--- src/rtl/rv_decode.sv ---
// RV32/64 base-integer decode stage: one registered output slot with an
// optional one-entry skid buffer so in_ready can come straight from a flop.
module rv_decode #(
    parameter int                  XLEN      = 32,
    parameter int                  PC_WIDTH  = 9,
    parameter logic [PC_WIDTH-1:0] BOOT_ADDR = PC_WIDTH'(32'h2000),
    parameter bit                  SKID      = 1'b0
) (
    input  logic                clk,
    input  logic                resetn,
    input  logic                flush,
    input  logic                in_valid,
    output logic                in_ready,
    input  logic [31:0]         in_ir,
    input  logic [PC_WIDTH-1:0] in_pc,
    output logic                out_valid,
    input  logic                out_ready,
    output logic [4:0]          out_rd,
    output logic [4:0]          out_rs1,
    output logic [4:0]          out_rs2,
    output logic [XLEN-1:0]     out_imm,
    output logic [3:0]          out_funct,
    output logic [1:0]          out_target,
    output logic                out_illegal,
    output logic [31:0]         out_ir,
    output logic [PC_WIDTH-1:0] out_pc
);

    localparam logic [31:0] NOP    = 32'h0000_0013;
    localparam logic [6:0]  LUI    = 7'b0110111;
    localparam logic [6:0]  AUIPC  = 7'b0010111;
    localparam logic [6:0]  JAL    = 7'b1101111;
    localparam logic [6:0]  JALR   = 7'b1100111;
    localparam logic [6:0]  BRANCH = 7'b1100011;
    localparam logic [6:0]  LOAD   = 7'b0000011;
    localparam logic [6:0]  STORE  = 7'b0100011;
    localparam logic [6:0]  OP_IMM = 7'b0010011;
    localparam logic [6:0]  OP     = 7'b0110011;

    localparam logic [1:0] TGT_JALR  = 2'd0;
    localparam logic [1:0] TGT_JBXX  = 2'd1;
    localparam logic [1:0] TGT_PLUS4 = 2'd2;

    typedef struct packed {
        logic [4:0]      rd;
        logic [4:0]      rs1;
        logic [4:0]      rs2;
        logic [XLEN-1:0] imm;
        logic [3:0]      funct;
        logic [1:0]      target;
        logic            illegal;
    } dec_t;

    // Full 7-bit opcode compare also rejects words with ir[1:0] != 2'b11.
    function automatic dec_t decode(input logic [31:0] ir);
        dec_t d;
        d.rd      = ir[11:7];
        d.rs1     = ir[19:15];
        d.rs2     = ir[24:20];
        d.imm     = '0;
        d.funct   = 4'b0000;
        d.target  = TGT_PLUS4;
        d.illegal = 1'b0;
        case (ir[6:0])
            OP_IMM: begin
                d.imm   = XLEN'($signed(ir[31:20]));
                d.funct = (ir[14:12] == 3'b101) ? {ir[30], ir[14:12]} : {1'b0, ir[14:12]};
            end
            LOAD:   d.imm = XLEN'($signed(ir[31:20]));
            JALR: begin
                d.imm    = XLEN'($signed(ir[31:20]));
                d.target = TGT_JALR;
            end
            STORE:  d.imm = XLEN'($signed({ir[31:25], ir[11:7]}));
            BRANCH: begin
                d.imm    = XLEN'($signed({ir[31], ir[7], ir[30:25], ir[11:8], 1'b0}));
                d.target = TGT_JBXX;
            end
            LUI, AUIPC: d.imm = XLEN'($signed({ir[31:12], 12'b0}));
            JAL: begin
                d.imm    = XLEN'($signed({ir[31], ir[19:12], ir[20], ir[30:21], 1'b0}));
                d.target = TGT_JBXX;
            end
            OP:      d.funct   = {ir[30], ir[14:12]};
            default: d.illegal = 1'b1;
        endcase
        return d;
    endfunction

    logic                out_valid_q;
    logic [31:0]         ir_q;
    logic [PC_WIDTH-1:0] pc_q;
    dec_t                dec_q;
    logic                skid_valid;
    logic [31:0]         skid_ir;
    logic [PC_WIDTH-1:0] skid_pc;
    logic                rdy_q;

    logic                out_free, acc, load, skid_load, skid_nxt;
    logic [31:0]         src_ir;
    logic [PC_WIDTH-1:0] src_pc;

    assign out_free  = !out_valid_q || out_ready;
    assign in_ready  = !flush && (SKID ? rdy_q : out_free);
    assign acc       = in_valid && in_ready;
    // The skid entry always drains ahead of the input to keep order.
    assign src_ir    = skid_valid ? skid_ir : in_ir;
    assign src_pc    = skid_valid ? skid_pc : in_pc;
    assign load      = out_free && (skid_valid || acc);
    assign skid_load = !out_free && acc;
    assign skid_nxt  = !flush && (skid_load || (skid_valid && !out_free));

    always_ff @(posedge clk or negedge resetn) begin
        if (!resetn) begin
            out_valid_q <= 1'b0;
            ir_q        <= NOP;
            pc_q        <= BOOT_ADDR;
            dec_q       <= decode(NOP);
            skid_valid  <= 1'b0;
            skid_ir     <= NOP;
            skid_pc     <= BOOT_ADDR;
            rdy_q       <= 1'b0;
        end else begin
            skid_valid <= skid_nxt;
            rdy_q      <= !skid_nxt;
            if (skid_load) begin
                skid_ir <= in_ir;
                skid_pc <= in_pc;
            end
            if (flush || (out_free && !load)) begin
                out_valid_q <= 1'b0;
                ir_q        <= NOP;
                dec_q       <= decode(NOP);
            end else if (load) begin
                out_valid_q <= 1'b1;
                ir_q        <= src_ir;
                pc_q        <= src_pc;
                dec_q       <= decode(src_ir);
            end
        end
    end

    assign out_valid   = out_valid_q;
    assign out_ir      = ir_q;
    assign out_pc      = pc_q;
    assign out_rd      = dec_q.rd;
    assign out_rs1     = dec_q.rs1;
    assign out_rs2     = dec_q.rs2;
    assign out_imm     = dec_q.imm;
    assign out_funct   = dec_q.funct;
    assign out_target  = dec_q.target;
    assign out_illegal = dec_q.illegal;

endmodule

--- config.mk ---
export PLATFORM = sky130hd
export DESIGN_NAME = rv_decode
export DESIGN_NICKNAME = d
export VERILOG_FILES = /design/src/rtl/rv_decode.sv
export SDC_FILE = /design/constraint.sdc
export NUM_CORES = 1
export LEC_CHECK = 0
export CORE_MARGIN = 5
export CORE_UTILIZATION = 48
export DETAILED_ROUTE_END_ITERATION = 8
export GPL_ROUTABILITY_DRIVEN = 1
export PLACE_DENSITY_LB_ADDON = 0.08
export SYNTH_ARGS = -nofsm -noshare
export SYNTH_HDL_FRONTEND = slang
export SYNTH_SLANG_ARGS = --single-unit
export TNS_END_PERCENT = 1
--- constraint.sdc ---
create_clock -name clk -period 2.6 [get_ports clk]
set_input_delay 0.26 -clock clk [delete_from_list [all_inputs] [get_ports clk]]
set_output_delay 0.26 -clock clk [all_outputs]
set_load 0.05 [all_outputs]
* Word-level counts from Yosys, hierarchy flattened
Index checks and enable logic that the tools add are counted.
** Word-level totals
- Input bits :: 46
- Output and inout bits :: 97
- Word-level logic and storage cells :: 58
- Register bits :: 138
** Cells by class
- Eq/ne operators :: 10
- Mux-type cells :: 13
- Bitwise operators :: 1
- Reduce and logical (&&, ||, !) cells :: 21
** Operator list (count)
- 32-bit one-hot mux with 5 select lines :: 1
- 54-bit 2-to-1 mux :: 2
- 32-bit 2-to-1 mux :: 3
- 7-bit by 6-bit == test with 1-bit output (second input constant) :: 3
- 7-bit == test (second input constant) :: 3
- 7-bit by 5-bit == test with 1-bit output (second input constant) :: 2
- 9-bit 2-to-1 mux :: 1
- 9-bit OR reduction :: 1
- 4-bit one-hot mux with 2 select lines :: 1
- 7-bit by 2-bit == test with 1-bit output (second input constant) :: 1
- 1-bit logical AND :: 7
- 1-bit zero test :: 4
- 1-bit logical OR :: 4
- 4-bit 2-to-1 mux :: 1
- 2-bit one-hot mux with 2 select lines :: 1
- 2-bit OR reduction :: 2
- 3-bit == test (second input constant) :: 1
- 1-bit 2-to-1 mux :: 3
- 3-bit OR reduction :: 1
- 2-bit AND reduction :: 1
- 2-bit nonzero test :: 1
- 1-bit NOT :: 1

* Logic depth before layout (Yosys ltp)
Gate-level depths: netlist (run 1).
- Depth in word-level cells :: 11
- Depth in mapped cells :: 8
- Mapped depth without buffers :: 5

* Worst setup path before layout (run 1)
Ideal clock, no wire load.
- Kind :: register -> register
- From :: register out_valid_q (netlist: out_valid)
- To :: register dec_q (netlist bit out_imm[11])
- Data required time :: 2.532 ns
- Setup time :: 0.068 ns
- Path buffers :: 0
- Clock period less this slack :: 2.548 ns
- Cell stages (with the launch flop) :: 6
- Arrival :: 2.480 ns
- Path slack :: 0.052 ns
- Cell sequence :: dfrtp_1 > nor2b_1 > nor2_1 > o21ai_1 > a21oi_1 > a22o_1
** Between the ends
- Word-level cells in the longest chain between the ends :: 10
- Elaborated cells on any way between the ends :: 11
- Those cells by class :: mux: 1; reduce/logical: 10
** RTL lines
- start: declaration :: line 90 : logic out_valid_q;
- start signal: assignment :: line 115 : out_valid_q <= 1'b0;
- start signal: assignment :: line 131 : out_valid_q <= 1'b0;
- start signal: assignment :: line 135 : out_valid_q <= 1'b1;
- 1-bit zero test * :: line 103 : assign out_free = !out_valid_q || out_ready;
- 1-bit logical OR * :: line 103
- 1-bit logical AND * :: line 104 : assign in_ready = !flush && (SKID ? rdy_q : out_free);
- via in_ready :: line 13 : output logic in_ready,
- 1-bit logical AND * :: line 105 : assign acc = in_valid && in_ready;
- 1-bit logical OR * :: line 109 : assign load = out_free && (skid_valid || acc);
- 1-bit logical AND * :: line 109
- 1-bit zero test :: line 130 : if (flush || (out_free && !load)) begin
- 1-bit logical AND :: line 130
- 1-bit logical OR :: line 130
- 54-bit 2-to-1 mux / 2-bit nonzero test (equally long branches)
- end signal: assignment :: line 118 : dec_q <= decode(NOP);
- end signal: assignment :: line 133 : dec_q <= decode(NOP);
- end signal: assignment :: line 138 : dec_q <= decode(src_ir);
- end: declaration :: line 93 : dec_t dec_q;
Mark *: on every way through the listed nets, which the timed path passes. The rest lies on a longest branch.
A chain may end at the register's enable or synchronous reset.

* Worst setup path after layout (run 1)
- From :: register out_valid_q (netlist: out_valid)
- To :: output in_ready
** Between the ends
- Word-level cells in the longest chain between the ends :: 3
** RTL lines (line)
- 1-bit zero test :: 103
- 1-bit logical OR :: 103
- 1-bit logical AND :: 104
- end: declaration :: 13
Every way passes these cells.

==> PnR_summary.wiki, run 1 <==
{| class="wikitable"
! Metric !! Value
|-
| Status || completed
|-
| DR WL/cell || 18.5 um
|-
| Delay of the slowest critical-path stage || 0.85 ns
|-
| Setup Fix Bufs, Post-CTS || 0
|-
| Post-route clock skew || 0.00699 ns
|-
| Root cell of the clock tree || clkbuf_8
|-
| RSZ-0062 raised after global routing || no
|-
| Vertical die dimension || 114 um
|-
| Critical path data arrival time || 2.12 ns
|-
| Vias in the first global route || 4128
|-
| Fmax achieved || 0.420 GHz
|-
| Unique cell type count in the Yosys netlist || 43
|-
| Data required time of the worst path || 2.34 ns
|-
| Period utilization || 91.6%
|-
| Leak pwr || 3.04 nW
|-
| Number of instances in the synthesized netlist || 477
|-
| Cts bufs inserted || 17
|-
| Maximum level of the CTS H-tree || 4
|-
| Type of element launching the critical path || register
|-
| Max Transition Viols Final || 0
|-
| Crit Path Class || reg -> out
|-
| Maximum resistive drop on vdd || 348 uV
|-
| Area overhead of the layout relative to synthesis || 39.1%
|-
| First-pass GRT wire length || 21900 um
|-
| Clock latency reported for the late side of the worst-skew pair || 0.51 ns
|-
| Clock-pin slew on the worst setup and hold paths || 0.06 ns
|-
| Sequential-to-total area share from yosys stat || 59.2%
|-
| Prevailing post-synth register cell || dfrtp_1
|-
| Final hold vios || 0
|-
| Top Ports || 143
|-
| Die Wd || 114 um
|-
| WP buf/inv || 1
|-
| Gr usage total || 21.6%
|-
| Post-detailed-route count of antenna-violating nets || 0
|-
| Number of sinks handled by clock tree synthesis || 123
|-
| Synthesized Nets || 523
|-
| Placeable core region || 0.0107 mm2
|-
| Initial core utilization || 48.5%
|-
| Port-buffer cells || 142
|-
| Synthesized area per cell || 10.9 um2
|-
| Number of antenna violations at the first check in global routing || 0
|-
| Fraction of final layout cells with drive strength greater than 1 || 12.1%
|-
| Headroom to the max-slew limit || 51.7%
|-
| Worst path cell trace || nor2b_1 > nor2_1 > clkdlybuf4s50_1
|-
| Slew of the pin with the lowest slew margin || 0.718 ns
|-
| CTS tree || done
|-
| First-pass iteration count of the detailed router || 4
|-
| Antenna diode count || 0
|-
| Number of DRC markers in iteration 0 || 219
|-
| Type of the most critical hold path || in -> async
|-
| Half-perimeter wire length after placement || 9520 um
|-
| Number of setup violations in the final report || 0
|-
| Critical Path Sink Type || output pin
|-
| Power per cell area || 693 mW/mm2
|-
| Max-cap violations || 0
|-
| Netlist area before placement || 0.00521 mm2
|-
| DP Cell Count || 701
|-
| Critical path's top delay family || buffers and inverters
|-
| Post-Layout Cell Count || 733
|-
| Leading cell type in the layout, fill and taps excluded || clkdlybuf4s50_1
|-
| Number of storage elements in the synthesis netlist || 123
|-
| Number of vias after detailed routing || 3923
|-
| Vias per std cell || 5.35
|-
| Post-layout minimum cycle time || 2.38 ns
|-
| Post-Route WL || 13500 um
|-
| Highest fanout seen on the critical path || 3
|-
| Share of flip-flops with an asynchronous set or reset after synthesis || 100%
|-
| Total die area || 0.0130 mm2
|-
| Total DRC errors in the routed layout || 0
|-
| Number of buffers on the longest clock path || 2
|-
| RePlAce Congestion || 0.855
|-
| Top library cells by usage in the layout, fill and taps aside || 141 x clkdlybuf4s50_1, 115 x dfrtp_1, 59 x nand2_1
|-
| Sum Neg Setup Slack || 0 ns
|-
| Cell at the slowest stage of the critical path || clkdlybuf4s50_1
|-
| Final layout net count || 627
|-
| Number of synthesized flops with an enable pin || 0
|-
| Std cell rows || 38
|-
| Maximum number of pins on one net before global-route repair || 52
|-
| Final core occ || 67.5%
|-
| Overflow left after global routing || 0
|-
| Yosys Warn Count || 0
|}
-- final timing paths --
check / from / end / slack, ns / depth (start not counted)
min in group clk: skid_ir[15] / skid_ir[15] / 0.37 / 0
worst max register to register: skid_valid / out_imm[2] / 0.23 / 7
worst min-delay path: resetn / skid_ir[7] / 0.26 / 2
max in group asynchronous: resetn / out_ir[4] / 1.62 / 3
worst min register to register: skid_ir[15] / skid_ir[15] / 0.37 / 0
worst max-delay path: out_valid / in_ready / 0.22 / 3
-- state kept, by name, indices dropped and copies added (netlist names) --
| name | count |
|---|---|
| skid_pc | 9 |
| out_pc | 9 |
| out_illegal | 1 |
| out_ir | 32 |
| out_target | 2 |
| out_valid | 1 |
| out_imm | 32 |
| out_funct | 4 |
| skid_valid | 1 |
| skid_ir | 32 |
-- layer usage --
metal  share of wire (%)  track usage (%)
met4                0.84             6.65
met2                  48             33.8
met3                 7.4             6.61
met1                  43             29.0
met5                   0                0
-- where the power goes --
| part | internal, mW | switching, mW |
|---|---|---|
| combinational | 0.223 | 0.387 |
| sequential | 1.96 | 0.0306 |
| clock | 1.62 | 0.801 |
| total | 3.81 | 1.22 |
-- through the flow --
step / hold slack (ns) / setup WS (ns) / power [mW] / cell area [um2]
floorplan: -0.0356 / 0.0522 / 2.36 / 5210
global placement: 0.253 / 0.169 / 2.63 / 6630
detailed placement: 0.259 / 0.0922 / 2.64 / 6630
CTS: 0.258 / 0.0876 / 5.07 / 7250
global route: 0.287 / 0.0622 / 5.21 / 7250
finish: 0.256 / 0.218 / 5.03 / 7250
-- area by class of cell --
type,count,area (um2)
Clock buffer,23,467
Clock inverter,8,140
Fill cell,839,3490
Inverter,1,3.75
Multi-Input combinational cell,274,1770
Sequential cell,123,3090
Tap cell,140,175
Timing Repair Buffer,164,1610
-- timing repair --
| item | 4_1_cts | 5_1_grt |
|---|---|---|
| hold buffers | 1 | 0 |
| hold endpoints to repair | 31 | 0 |
| endpoints found under the setup margin | 0 | 9 |
| gates resized for setup | 0 | 1 |
-- cells in the mapped netlist (all sizes together) (2+ instances only) --
library cell	number	area, um2
dfstp	7	184
o211ai	10	75.1
nand2	60	228
dfrtp	116	2900
nand2b	3	18.8
mux2	8	90.1
a22oi	11	82.6
a2bb2oi	10	87.6
o21ai	47	239
nor3	5	25.0
clkbuf	56	210
a211oi	2	15.0
and2	5	31.3
a32o	4	40.0
nor4	2	12.5
a22o	15	131
nand3b	2	15.0
buf	23	165
mux2i	36	360
a21oi	15	75.1
nand3	2	10.0
or3b	2	17.5
o21bai	4	30.0
nor2	19	71.3
-- cell families (layout without fill, tap and decap cells) --
family | Yosys count | count (layout) | synth area share (%)
buffers and inverters | 80 | 196 | 7.27
muxes | 44 | 44 | 8.64
DFF | 123 | 123 | 59.2
AOI/OAI and AO/OA | 126 | 126 | 16.1
and+or+nand+nor | 104 | 104 | 8.76
No activity file was read; power rests on OpenSTA's default activity.
==> inputs of run 2 (changes only) <==
--- a/config.mk
+++ b/config.mk
@@ -13,4 +13,3 @@
 export SYNTH_ARGS = -nofsm -noshare
 export SYNTH_HDL_FRONTEND = slang
 export SYNTH_SLANG_ARGS = --single-unit
-export TNS_END_PERCENT = 1
==> results of run 2 <==
The final DEF is identical to that of run 1; final timing and power are the same.
